$ cat config.mk
export PLATFORM = sky130hd
export DESIGN_NAME = rt_mem_loader
export DESIGN_NICKNAME = d
export VERILOG_FILES = /design/src/rtl/rt_mem_loader.sv
export SDC_FILE = /design/constraint.sdc
export NUM_CORES = 1
export LEC_CHECK = 0
export ABC_AREA = 1
export CAP_MARGIN = 15
export CORE_MARGIN = 2
export CORE_UTILIZATION = 45
export CTS_CLUSTER_DIAMETER = 80
export CTS_CLUSTER_SIZE = 8
export DETAILED_ROUTE_END_ITERATION = 8
export GPL_ROUTABILITY_DRIVEN = 0
export PLACE_DENSITY = 0.74
export SYNTH_ARGS = -nofsm -noshare
export SYNTH_HDL_FRONTEND = slang
export SYNTH_SLANG_ARGS = --single-unit
$ cat constraint.sdc
create_clock -name clk -period 2.23 [get_ports clk]
set_input_delay 0.223 -clock clk [delete_from_list [all_inputs] [get_ports clk]]
set_output_delay 0.223 -clock clk [all_outputs]
set_load 0.01 [all_outputs]
$ cat src/rtl/rt_mem_loader.sv
// Preloads the LiM data memory through port B from a byte stream, one 32-bit write per packed word.
// Per-word cost is 4 + 1 + ack latency + 1 cycles; the source is stalled outside COLLECT.
module rt_mem_loader #(
   parameter int ADDR_WIDTH    = 22,
   parameter int BASE_ADDR     = 0,
   parameter int MAX_WORDS     = 4137,
   parameter int SETTLE_CYCLES = 3,
   parameter int ACK_TIMEOUT   = 64
) (
   input  logic                  clk,
   input  logic                  rst_n,
   input  logic                  start_i,
   input  logic                  src_valid_i,
   input  logic [7:0]            src_data_i,
   input  logic                  src_last_i,
   output logic                  src_ready_o,
   output logic                  own_o,
   output logic                  en_b_o,
   output logic                  we_b_o,
   output logic [ADDR_WIDTH-1:0] addr_b_o,
   output logic [31:0]           wdata_b_o,
   output logic [3:0]            be_b_o,
   input  logic                  rvalid_b_i,
   output logic                  fetch_enable_o,
   output logic                  done_o,
   output logic                  error_o,
   output logic                  truncated_o,
   output logic [15:0]           words_o
);

   typedef enum logic [2:0] {
      S_IDLE, S_COLLECT, S_WRITE, S_WAIT_ACK, S_GAP, S_SETTLE, S_DONE, S_ERROR
   } state_t;

   localparam logic [ADDR_WIDTH-1:0] BASE        = ADDR_WIDTH'(BASE_ADDR);
   localparam logic [ADDR_WIDTH-1:0] ADDR_STEP   = ADDR_WIDTH'(4);
   localparam logic [15:0]           MAX_W       = 16'(MAX_WORDS);
   localparam logic [15:0]           ACK_LAST    = 16'(ACK_TIMEOUT - 1);
   localparam logic [15:0]           SETTLE_LAST = 16'(SETTLE_CYCLES - 1);

   state_t      state, state_nxt;
   logic [1:0]  byte_idx;
   logic        last_seen;
   logic [15:0] cnt;
   logic        accept;
   logic        own_nxt;

   assign accept  = src_valid_i & src_ready_o;
   assign own_nxt = state_nxt inside {S_COLLECT, S_WRITE, S_WAIT_ACK, S_GAP, S_SETTLE};

   always_ff @(posedge clk or negedge rst_n) begin
      if (!rst_n) state <= S_IDLE;
      else        state <= state_nxt;
   end

   always_comb begin
      state_nxt = state;
      case (state)
         S_IDLE:     if (start_i) state_nxt = S_COLLECT;
         S_COLLECT:  if (accept && (byte_idx == 2'd3 || src_last_i)) state_nxt = S_WRITE;
         S_WRITE:    state_nxt = S_WAIT_ACK;
         S_WAIT_ACK: begin
            // An ack in the final counted cycle still wins over the timeout.
            if (rvalid_b_i)           state_nxt = S_GAP;
            else if (cnt == ACK_LAST) state_nxt = S_ERROR;
         end
         S_GAP:      state_nxt = (last_seen || words_o == MAX_W) ? S_SETTLE : S_COLLECT;
         S_SETTLE:   if (cnt == SETTLE_LAST) state_nxt = S_DONE;
         default:    state_nxt = state;
      endcase
   end

   // Outputs are registered from the next state so none has a combinational input path.
   always_ff @(posedge clk or negedge rst_n) begin
      if (!rst_n) begin
         src_ready_o    <= 1'b0;
         own_o          <= 1'b0;
         en_b_o         <= 1'b0;
         we_b_o         <= 1'b0;
         addr_b_o       <= BASE;
         wdata_b_o      <= '0;
         be_b_o         <= '0;
         fetch_enable_o <= 1'b0;
         done_o         <= 1'b0;
         error_o        <= 1'b0;
         truncated_o    <= 1'b0;
         words_o        <= '0;
         byte_idx       <= '0;
         last_seen      <= 1'b0;
         cnt            <= '0;
      end else begin
         src_ready_o <= (state_nxt == S_COLLECT);
         en_b_o      <= (state_nxt == S_WRITE);
         own_o       <= own_nxt;
         we_b_o      <= own_nxt;
         if (state_nxt == S_DONE) begin
            done_o         <= 1'b1;
            fetch_enable_o <= 1'b1;
         end
         if (state_nxt == S_ERROR) error_o <= 1'b1;

         if (state_nxt != state)                       cnt <= '0;
         else if (state inside {S_WAIT_ACK, S_SETTLE}) cnt <= cnt + 16'd1;

         case (state)
            S_COLLECT: if (accept) begin
               wdata_b_o[{byte_idx, 3'b000} +: 8] <= src_data_i;
               be_b_o[byte_idx]                   <= 1'b1;
               byte_idx                           <= byte_idx + 2'd1;
               if (src_last_i) last_seen <= 1'b1;
            end
            S_WAIT_ACK: if (rvalid_b_i) words_o <= words_o + 16'd1;
            S_GAP: begin
               addr_b_o  <= addr_b_o + ADDR_STEP;
               wdata_b_o <= '0;
               be_b_o    <= '0;
               byte_idx  <= '0;
               if (!last_seen && words_o == MAX_W && src_valid_i) truncated_o <= 1'b1;
            end
            default: ;
         endcase
      end
   end

endmodule
# [After elaboration in Yosys (flattened, before gate mapping)]
# Cells that the tools add are included.
[totals] inputBits=14 register_bits=102 output_inout_bits=82 wordCells=77
[op_classes] shift=2 order_cmp=2 n_eq_ne=18 n_reduce_logical=16 addsub=5 muxes=18 bitwise=2
[op_table] op="$pmux 32 s2" n=1
[op_table] op="$add 16x1->16 const B" n=2
[op_table] op="$bwmux 32" n=1
[op_table] op="$mux 16" n=2
[op_table] op="$mux 32" n=1
[op_table] op="$shift 8x7->32 const A" n=1
[op_table] op="$shiftx 8x7->32" n=1
[op_table] op="$add 22x3->22 const B" n=1
[op_table] op="$eq 3x3->1 const B" n=6
[op_table] op="$mux 3" n=6
[op_table] op="$pmux 3 s6" n=1
[op_table] op="$eq 16x13->1 const B" n=1
[op_table] op="$eq 16x2->1 const B" n=1
[op_table] op="$eq 16x6->1 const B" n=1
[op_table] op="$eq 3x2->1 const B" n=4
[op_table] op="$pmux 4 s2" n=1
[op_table] op="$neg 5->7" n=1
[op_table] op="$eq 3x1->1 const B" n=2
[op_table] op="$reduce_and 2->1" n=3
[op_table] op="$reduce_bool 2->1" n=3
[op_table] op="$reduce_bool 5->1" n=1
[op_table] op="$logic_and 1x1->1" n=4
[op_table] op="$mux 4" n=1
[op_table] op="$or 4x4->4" n=1
[op_table] op="other kinds (15)" n=16

# [Logic depth before layout (Yosys ltp)]
# Gate-level depths: netlist of run 1.
[logic_depth] depth_word=7 ltp_mapped=12 mapped_depth_nobuf=11

# [Least setup slack after synthesis of run 1]
# OpenSTA, ideal clock, no wires.
[synth_timing] kind="reg2reg" start="register byte_idx[0]" end="register wdata_b_o[10]" n_path_buf=2 setup_time_ns=0.077 path_stages_with_launch=8 t_arrival_ns=1.543 setup_slack_ns=0.609 t_required_ns=2.153 period_less_slack_ns=1.621 path_cell_list="dfrtp_1 -> clkinv_1 -> ha_1 -> clkbuf_1 -> nor2_1 -> clkbuf_1 -> nand2_1 -> a21oi_1"
[synth_between] elab_chain_cells=5 word_cells_on_any_way=6 cone_classes="add/sub (1); shift (2); mux (3)"
[synth_lines] item="from (decl)" line="42" rtl="logic [1:0] byte_idx;"
[synth_lines] item="from (signal assigned)" line="109" rtl="byte_idx <= byte_idx + 2'd1;"
[synth_lines] item="$neg 5->7 *" line="107" rtl="wdata_b_o[{byte_idx, 3'b000} +: 8] <= src_data_i;"
[synth_lines] item="$shiftx 8x7->32 or $shift 8x7->32 (tied branches)" line="107"
[synth_lines] item="$bwmux 32 *" line="107"
[synth_lines] item="$mux 32 *" line="106" rtl="S_COLLECT: if (accept) begin"
[synth_lines] item="$pmux 32 s2 *" line="105" rtl="case (state)"
[synth_lines] item="to (signal, indexed assignment)" line="107"
[synth_lines] item="to (decl)" line="21" rtl="output logic [31:0] wdata_b_o,"
# Every way passes the cells marked *; elsewhere a longest branch is shown, timed or not. The select of a mux whose other input is x is not followed.
# A chain may end at the register's enable or synchronous reset.

# [Worst setup path in the final report of run 1]
[layout_timing] start="register byte_idx[0]" end="register wdata_b_o[26]"
# Same word-level chain as after synthesis.

==> impl_metrics.csv, run 1 <==
group,metric,value,unit
routing,num_vias,4002,
clock_tree,postCtsSetupRepairBufs,0,
sta,grt_setup_unrepaired,"false",
routing,ant_nets,0,
clock_tree,cts_tree,"yes",
synth,synth_top_area_cell,"dfrtp_1",
routing,wirelength,10900,um
floorplan,coreArea,10800,sq um
synth,ys_ff_latch,100,
power_and_ir_drop,leakage,2.93,nW
setup_path,r2r_cells,6,
setup_path,r2r_end,"wdata_b_o[26]",
synth,synth_top_cell_area_share,0.505,
job,maxCapViolCount,0,
synth,synth_common_cells,"dfrtp_1, nand2_1, inv_1, nor2_1, nand3_1",
synth,synth_warnings,0,
sta,holdWs,0.349,ns
sta,post-route-period-util,0.837,
setup_path,setup.worst_path.end,"wdata_b_o[26]",
cells_and_area,nets,671,
grt,grt_max_degree,45,
min_path,hp-class,"in2async",
sta,finClkSkew,0.00907,ns
synth,ys_seq_area_frac,0.505,
synth,synth-async-reset-ratio,1.00,
setup_path,cp-end-kind,"flip-flop",
grt,grt_pass1_wl,18200,um
cells_and_area,fillers,969,
routing,drtPass1Iterations,4,
synth,avgSynthCellArea,9.03,sq um
routing,via_per_inst,5.05,
setup_path,worst-path-max-fanout,10,
grt,grt_pass1_vias,3948,
synth,synth.distinct_cells,38,
floorplan,start_util,0.459,
routing,drc,0,
outcome,status,"completed",
placed_design,numPortBuffers,93,
setup_path,cp-startpoint,"byte_idx[0]",
cells_and_area,area_growth,26.2,%
power_and_ir_drop,peakVddDrop,0.000337,V
grt,grt_overflow_total,0,
power_and_ir_drop,power_density,503,nW/um^2
sta,setup_tns,0,ns
setup_path,required,2.54,ns
floorplan,dieArea,11900,sq um
setup_path,startpoint_type,"flip-flop",
routing,wl_per_cell,13.7,um
clock_tree,post_cts_resized,0,
placed_design,post-place-ws,0.297,ns
synth,syn_inst,549,
clock_tree,insertion_delay,0.37,ns
floorplan,fp.dieH,109,um
clock_tree,clock_path_buffers,2,
synth,yosys-top-cells-area,"dfrtp_1, nand2_1, xor2_1",
setup_path,r2r_setup_slack,0.36,ns
sta,setup_violations,0,
synth,synthFlopType,"dfrtp_1",
sta,timing_hold_violations_final,0,
grt,gr-usage-all-layers,0.195,
synth,yosysMostFrequentCell,"dfrtp_1",
sta,period_needed,1.87,ns
clock_tree,h-tree-depth,3,
cells_and_area,antenna_cells,0,
clock_tree,numCtsBuffers,9,
cells_and_area,drive_gt1_frac,0.107,
synth,synthesis.area,4960,sq um
floorplan,die-width,109,um
grt,grt_antenna_before_repair,0,
clock_tree,cts_sinks,100,
setup_path,r2r-start,"byte_idx[0]",
placed_design,hpwl,8360,um
floorplan,fp-row-count,38,
routing,drtIter0Drc,150,
sta,fmax,536,MHz
setup_path,worstPathArrival,2.18,ns
cells_and_area,post-route-util,0.580,
clock_tree,root_buffer,"clkbuf_8",
setup_path,crit_type,"reg2reg",
clock_tree,path_clk_slew,0.09,ns
floorplan,ios,96,
sta,slew_headroom,0.534,
sta,tightestPinTransition,0.696,ns
synth,synth_edf_count,0,
sta,maxSlewViolCount,0,
sta,setup_slack,0.363,ns
stage by stage:
step | cells | total power (W) | cell area (sq um)
3_3_place_gp | 776 | 0.00193 | 6030
6_report | 793 | 0.00315 | 6260
4_1_cts | 793 | 0.00320 | 6260
3_5_place_dp | 776 | 0.00193 | 6030
2_1_floorplan | 550 | 0.00186 | 4960
5_1_grt | 793 | 0.00326 | 6260
how the worst min path moves through the flow:
| stage | cells past startpoint | end | from |
|---|---|---|---|
| 2_1_floorplan | 0 | addr_b_o[10] | rst_n |
| 3_3_place_gp | 1 | addr_b_o[14] | rst_n |
| 3_5_place_dp | 1 | addr_b_o[14] | rst_n |
| 4_1_cts | 2 | addr_b_o[14] | rst_n |
| 5_1_grt | 2 | addr_b_o[14] | rst_n |
| 6_report | 2 | addr_b_o[14] | rst_n |
report_power, final:
group	total [W]	internal, W	leakage [nW]	switching [W]
sequential	0.00181	0.00181	1.34	0
combinational	0.0000768	0.0000269	1.48	0.0000499
clock	0.00126	0.000662	0.107	0.000599
final cells by class:
| class | count | area, sq um | area share |
|---|---|---|---|
| Sequential cell | 100 | 2500 | 0.400 |
| Timing Repair Buffer | 100 | 996 | 0.159 |
| Tap cell | 140 | 175 | 0.0280 |
| Multi-Input combinational cell | 370 | 2110 | 0.338 |
| Clock inverter | 4 | 72.6 | 0.0116 |
| Inverter | 67 | 251 | 0.0402 |
| Clock buffer | 12 | 145 | 0.0232 |
cells by family (layout without fill, tap and decap cells):
family          Yosys count  count (layout)  synth area share
compound gates           62              62            0.0720
xor+xnor                 42              42            0.0742
fa+ha+maj                 9               9            0.0227
buf+inv                  80             183            0.0694
flops                   100             100             0.505
other cells               1               2          0.000757
simple gates            255             255             0.256
cells in the final DEF (no fill, tap or decap), types with 6 or more instances in the layout:
cell type,instances
buf_4,6
nand2_2,6
a21oi_1,8
nand2_1,90
inv_1,60
nor2_2,17
ha_1,9
clkdlybuf4s50_1,92
xor2_1,31
o31ai_1,9
o21ai_0,36
clkbuf_8,10
dfrtp_1,100
nor2_4,7
xnor2_1,11
nand3_1,43
nor3_1,11
nand4_1,11
nor2_1,56
inv_2,6
registers in the layout, summed over array words and instances, names as in the netlist, 2 cells and up:
register,cells
state,3
cnt,16
words_o,16
wdata_b_o,32
be_b_o,4
byte_idx,2
addr_b_o,20
critical path, cell delays in order (launching register included):
cell	delay (ns)
dfrtp_1	0.40
clkinv_1	0.25
ha_1	0.41
inv_1	0.19
nand2_1	0.10
o31ai_1	0.29
o21a_1	0.17
what timing repair did:
action / CTS / global route
setup endpoints to repair: 0 / 0
hold buffers: 1 / 0
endpoints found under the hold margin: 34 / 0
routing by layer:
layer  global-route usage  vias up  wire, um
met3               0.0383       17       537
met1                0.256     1924      4850
li1                     -     1952         -
met5                    0        -         0
met4               0.0742        0       198
met2                0.321      109      5290
No activity file was read; power rests on OpenSTA's default activity.
==> run 2, diff against run 1 <==
==> constraint.sdc (replaced) <==
create_clock -name clk -period 1.85 [get_ports clk]
set_input_delay 0.185 -clock clk [delete_from_list [all_inputs] [get_ports clk]]
set_output_delay 0.185 -clock clk [all_outputs]
set_load 0.01 [all_outputs]
==> run 2 against run 1 <==
- worst hold slack got worse by 0.048 ns
- highest routed layer unchanged
- register-to-register slack got worse by 0.27 ns
- sequential power rose by 20%
- via count barely moved
- wire length rose by 1.5%
- largest cell class unchanged
- combinational power rose by 22%
==> impl_metrics.csv, run 2 (synthesized netlist as in run 1, its figures left out) <==
group,metric,value,unit
floorplan,fp-row-count,38,
placed_design,numPortBuffers,93,
setup_path,required,2.16,ns
grt,grt_busiest_layer,"met2",
routing,drtPass1Iterations,5,
floorplan,ios,96,
clock_tree,insertion_delay,0.36,ns
placed_design,dp_cells,781,
routing,ant_nets,0,
clock_tree,h-tree-depth,3,
sta,maxSlewViolCount,0,
setup_path,cp-end-kind,"flip-flop",
cells_and_area,drive_gt1_frac,0.142,
cells_and_area,post-route-util,0.593,
setup_path,r2r_cells,7,
sta,timing_hold_violations_final,0,
floorplan,fp.dieH,109,um
sta,grt_setup_unrepaired,"true",
power_and_ir_drop,leakage,3.00,nW
grt,grt_overflow_total,0,
setup_path,cpPeakStageDelay,0.44,ns
routing,drtIter0Drc,207,
clock_tree,cts_tree,"yes",
setup_path,cp_cell_sequence,"buf_4, inv_1, ha_2, inv_1, nand3_1, o31ai_1, o21a_1",
placed_design,hpwl,8160,um
cells_and_area,final_common_cell,"dfrtp_1",
setup_path,cp-startpoint,"byte_idx[1]",
sta,fmax,570,MHz
grt,use_met2,0.315,
routing,drc,0,
clock_tree,numCtsBuffers,9,
power_and_ir_drop,peakVddDrop,0.000382,V
routing,wirelength,11000,um
cells_and_area,nets,681,
grt,grt_pass1_vias,3904,
setup_path,path_common_cell,"inv_1",
sta,period_needed,1.76,ns
setup_path,cp_slowest_cell,"dfrtp_1",
placed_design,placed_cell_area,6080,sq um
clock_tree,path_clk_slew,0.10,ns
grt,use_met3,0.0317,
cells_and_area,fin_cells,803,
routing,num_vias,4000,
cells_and_area,largest_reg_flops,32,
floorplan,start_util,0.459,
cells_and_area,largestRegisters,"wdata_b_o: 32 flops, addr_b_o: 20 flops",
power_and_ir_drop,power_density,598,nW/um^2
grt,gr-usage-all-layers,0.193,
setup_path,worstPathArrival,2.06,ns
outcome,status,"completed",
sta,post-route-period-util,0.949,
floorplan,dieArea,11900,sq um
grt,use_met1,0.260,
cells_and_area,top_register,"wdata_b_o",
setup_path,r2r_setup_slack,0.09,ns
grt,grt_max_degree,41,
routing,wl_per_cell,13.7,um
floorplan,die-width,109,um
sta,setup_violations,0,
cells_and_area,fillers,954,
cells_and_area,area_growth,29.2,%
sta,finClkSkew,0.0110,ns
clock_tree,cts_sinks,100,
clock_tree,clock_path_buffers,2,
min_path,hp-class,"in2async",
job,maxCapViolCount,0,
setup_path,startpoint_type,"flip-flop",
setup_path,r2r_end,"wdata_b_o[26]",
cells_and_area,stdcell_area,6400,sq um
clock_tree,root_buffer,"clkbuf_8",
setup_path,crit_type,"reg2reg",
grt,grt_pass1_wl,18100,um
setup_path,worst-path-max-fanout,4,
routing,via_per_inst,4.98,
grt,grt_antenna_before_repair,0,
setup_path,r2r-start,"byte_idx[1]",
cells_and_area,antenna_cells,0,
cells_and_area,layout_common_cells,"dfrtp_1, clkdlybuf4s50_1, nand2_1",
floorplan,coreArea,10800,sq um
run 2: changes by cell type in the layout (fill, tap and decap cells not counted), sizes merged:
| cell | delta |
|---|---|
| clkinv | +2 |
| clkbuf | -2 |
| clkinvlp | -1 |
| inv | +1 |
| buf | +9 |
| nand2 | +1 |
run 2: cell type report:
class,count,area [sq um],share of cell area
multi-input cells,371,2180,0.340
inverters,67,254,0.0397
clock buffers,10,128,0.0199
well taps,140,175,0.0274
flip-flops and latches,100,2500,0.391
repair buffers,109,1080,0.168
clock inverters,6,87.6,0.0137
run 2: metal layers:
metal	wire (um)	part of all wire	vias up
met4	143	0.013	0
met5	0	0	-
met2	5440	0.49	103
met1	4970	0.45	1912
li1	-	-	1973
met3	487	0.044	12
run 2: stage by stage:
step                setup slack (ns)  TNS, ns  hold WS (ns)  power [W]
finish                        0.0942        0         0.301    0.00383
global route                 -0.0301  -0.0921         0.324    0.00396
CTS                           0.0328        0         0.312    0.00386
detailed placement           -0.0236   -0.119         0.141    0.00232
global placement              0.0399        0         0.142    0.00232
floorplan                      0.229        0        -0.111    0.00224
run 2: worst max-delay path, delay by kind of cell (launching register included):
family / cells / cell delay [ns]
compound gates: 2 / 0.43
fa+ha+maj: 1 / 0.30
buf+inv: 3 / 0.37
flops: 1 / 0.44
simple gates: 1 / 0.16
run 2: repair_timing:
item / in CTS / in global routing
buffers inserted: 0 / 4
gates resized for setup: 0 / 18
setup endpoints to repair: 0 / 33
endpoints found under the hold margin: 29 / 0
hold buffers: 1 / 0
run 2: worst max path at each step:
stage,end,cells past startpoint
final,wdata_b_o[26],7
after CTS,wdata_b_o[5],5
after floorplan,wdata_b_o[10],7
after global placement,cnt[1],10
after global routing,cnt[2],9
after detailed placement,cnt[3],10
run 2: report_power, final:
part | internal (W) | switching [W] | leakage (nW)
combinational | 0.0000338 | 0.0000598 | 1.55
clock | 0.000767 | 0.000783 | 0.111
sequential | 0.00218 | 0 | 1.34
total | 0.00298 | 0.000843 | 3.00
==> run 3, diff against run 2 <==
--- a/config.mk
+++ b/config.mk
@@ -13,7 +13,7 @@
 export CTS_CLUSTER_SIZE = 8
 export DETAILED_ROUTE_END_ITERATION = 8
 export GPL_ROUTABILITY_DRIVEN = 0
-export PLACE_DENSITY = 0.74
+export PLACE_DENSITY = 0.77
 export SYNTH_ARGS = -nofsm -noshare
 export SYNTH_HDL_FRONTEND = slang
 export SYNTH_SLANG_ARGS = --single-unit
==> constraint.sdc (replaced) <==
create_clock -name clk -period 1.6 [get_ports clk]
set_input_delay 0.16 -clock clk [delete_from_list [all_inputs] [get_ports clk]]
set_output_delay 0.16 -clock clk [all_outputs]
set_load 0.01 [all_outputs]
==> run 3 against run 2 <==
- the flow now finishes with violations (negative setup slack)
- clock skew is 0.0022 ns higher
- die area stayed put
- worst setup slack worse by 0.23 ns
- cell count increased by 10%
- critical endpoint is now cnt[12]
- largest power group unchanged
==> impl_metrics.csv, run 3 (synthesized netlist as in run 1, its figures left out) <==
group,metric,value,unit
setup_path,path_common_cell,"nor2_4",
clock_tree,clock_path_buffers,2,
min_path,hp-class,"in2async",
setup_path,cp_slowest_cell,"dfrtp_1",
sta,fmax,578,MHz
routing,wl_met1,5720,um
sta,holdWs,0.240,ns
cells_and_area,stdcell_area,7600,sq um
routing,drc,0,
power_and_ir_drop,power,0.00443,W
floorplan,fp.dieH,109,um
power_and_ir_drop,switching_share,0.214,
grt,grt_max_degree,45,
routing,ant_nets,0,
cells_and_area,layout_common_cells,"dfrtp_1, clkdlybuf4s50_1, buf_4",
routing,highest_layer,"met4",
power_and_ir_drop,seq_power_share,0.570,
setup_path,setup.worst_path.end,"cnt[12]",
setup_path,cp_num_cells,9,
setup_path,cp-startpoint,"cnt[0]",
setup_path,cp-end-kind,"flip-flop",
routing,drtIter0Drc,248,
power_and_ir_drop,combPwrFrac,0.026,
clock_tree,insertion_delay,0.37,ns
clock_tree,h-tree-depth,3,
setup_path,worstPathArrival,1.99,ns
sta,setup_violations,40,
setup_path,r2r_end,"cnt[12]",
routing,wl_per_cell,15.5,um
sta,grt_setup_unrepaired,"true",
setup_path,startpoint_type,"flip-flop",
cells_and_area,final_common_cell,"dfrtp_1",
grt,gr-usage-all-layers,0.215,
setup_path,cp_cell_sequence,"ha_2, nand2_2, nor3_4, buf_6, nand2_4, nor2_4, nand3_2, xor2_2, nor2_4",
outcome,status,"complete, but fails checks",
power_and_ir_drop,internal_power,0.00348,W
setup_path,r2r-start,"cnt[0]",
routing,num_vias,4620,
floorplan,coreArea,10800,sq um
floorplan,fp-row-count,38,
sta,setup_slack,-0.131,ns
job,maxCapViolCount,0,
cells_and_area,antenna_cells,0,
grt,grt_pass1_wl,20200,um
sta,post-route-period-util,1.08,
setup_path,crit_buf_inv,1,
placed_design,dp_cells,840,
setup_path,required,1.86,ns
setup_path,crit_type,"reg2reg",
floorplan,ios,96,
setup_path,cp_top_family,"simple AND/OR/NAND/NOR gates",
outcome,violations,"negative setup slack",
setup_path,worst-path-max-fanout,5,
sta,timing_hold_violations_final,0,
cells_and_area,nets,766,
routing,wirelength,13800,um
setup_path,r2r_cells,9,
setup_path,r2r_setup_slack,-0.13,ns
clock_tree,numCtsBuffers,9,
floorplan,dieArea,11900,sq um
routing,met3_wirelength,686,um
grt,grt_antenna_before_repair,0,
sta,maxSlewViolCount,0,
sta,finClkSkew,0.0132,ns
grt,grt_pass1_vias,4369,
cells_and_area,drive_gt1_frac,0.324,
clock_tree,path_clk_slew,0.09,ns
routing,drtPass1Iterations,7,
power_and_ir_drop,pwr-share-clk,0.403,
routing,dr_wl_met2,7040,um
floorplan,start_util,0.459,
setup_path,cpPeakStageDelay,0.38,ns
floorplan,die-width,109,um
power_and_ir_drop,power_density,583,nW/um^2
cells_and_area,largestRegisters,"wdata_b_o: 32 flops, addr_b_o: 20 flops",
cells_and_area,fin_cells,887,
grt,grt_overflow_total,0,
placed_design,placed_cell_area,6520,sq um
clock_tree,cts_sinks,100,
placed_design,numPortBuffers,93,
cells_and_area,top_register,"wdata_b_o",
clock_tree,root_buffer,"clkbuf_8",
placed_design,hpwl,8920,um
sta,period_needed,1.73,ns
power_and_ir_drop,leakage,3.63,nW
clock_tree,cts_tree,"yes",
routing,via_per_inst,5.21,
power_and_ir_drop,switchingPower,0.000946,W
cells_and_area,area_growth,53.3,%
cells_and_area,largest_reg_flops,32,
power_and_ir_drop,peakVddDrop,0.000454,V
placed_design,post-place-ws,-0.232,ns
==> run 3: changes by cell type in the layout (fill, tap and decap cells not counted), sizes merged <==
| cell | change |
|---|---|
| clkinv | -1 |
| inv | -1 |
| dlymetal6s2s | +4 |
| buf | +86 |
| clkdlybuf4s50 | -5 |
| nand2 | -1 |
| clkbuf | +1 |
| dlygate4sd2 | +1 |
==> run 3: worst min path at each step <==
stage / depth (start not counted) / slack, ns / from / end
3_5_place_dp: 1 / 0.1 / rst_n / addr_b_o[13]
6_report: 2 / 0.24 / rst_n / addr_b_o[15]
2_1_floorplan: 0 / -0.14 / rst_n / addr_b_o[10]
4_1_cts: 2 / 0.24 / rst_n / addr_b_o[13]
5_1_grt: 2 / 0.26 / rst_n / addr_b_o[15]
3_3_place_gp: 1 / 0.1 / rst_n / addr_b_o[14]
==> run 3: power groups by stage <==
stage / registers, W / logic [W] / clock network, W
after global routing: 0.00253 / 0.000132 / 0.00192
after global placement: 0.00258 / 0.000112 / 0
after CTS: 0.00252 / 0.000117 / 0.00181
final: 0.00252 / 0.000117 / 0.00179
after detailed placement: 0.00258 / 0.000114 / 0
after floorplan: 0.00258 / 0.0000121 / 0
==> run 3: through the flow <==
stage	setup TNS (ns)	util
floorplan	0	-
global placement	-1.75	0.604
detailed placement	-6.59	0.604
CTS	-1.73	0.651
global route	-7.63	0.704
finish	-3.06	0.704
==> run 3: repair_timing <==
| action | in CTS | in global routing |
|---|---|---|
| cloned | 1 | 0 |
| setup buffers | 12 | 19 |
| hold buffers | 1 | 0 |
| setup endpoints to repair | 54 | 71 |
| gates resized for setup | 40 | 136 |
| pin swaps | 17 | 35 |
| endpoints found under the hold margin | 23 | 0 |
==> run 3: routing by layer <==
metal,vias to the layer above,track usage
li1,2143,-
met1,2265,0.274
met2,174,0.368
met3,38,0.0353
met4,0,0.0751
met5,-,0
==> run 3: final cells by class <==
type / instances / area, sq um
Multi-Input combinational cell: 370 / 2530
Clock buffer: 11 / 141
Timing Repair Buffer: 195 / 1890
Sequential cell: 100 / 2510
Clock inverter: 4 / 73.8
Fill cell: 773 / 3190
Tap cell: 140 / 175
Inverter: 67 / 277
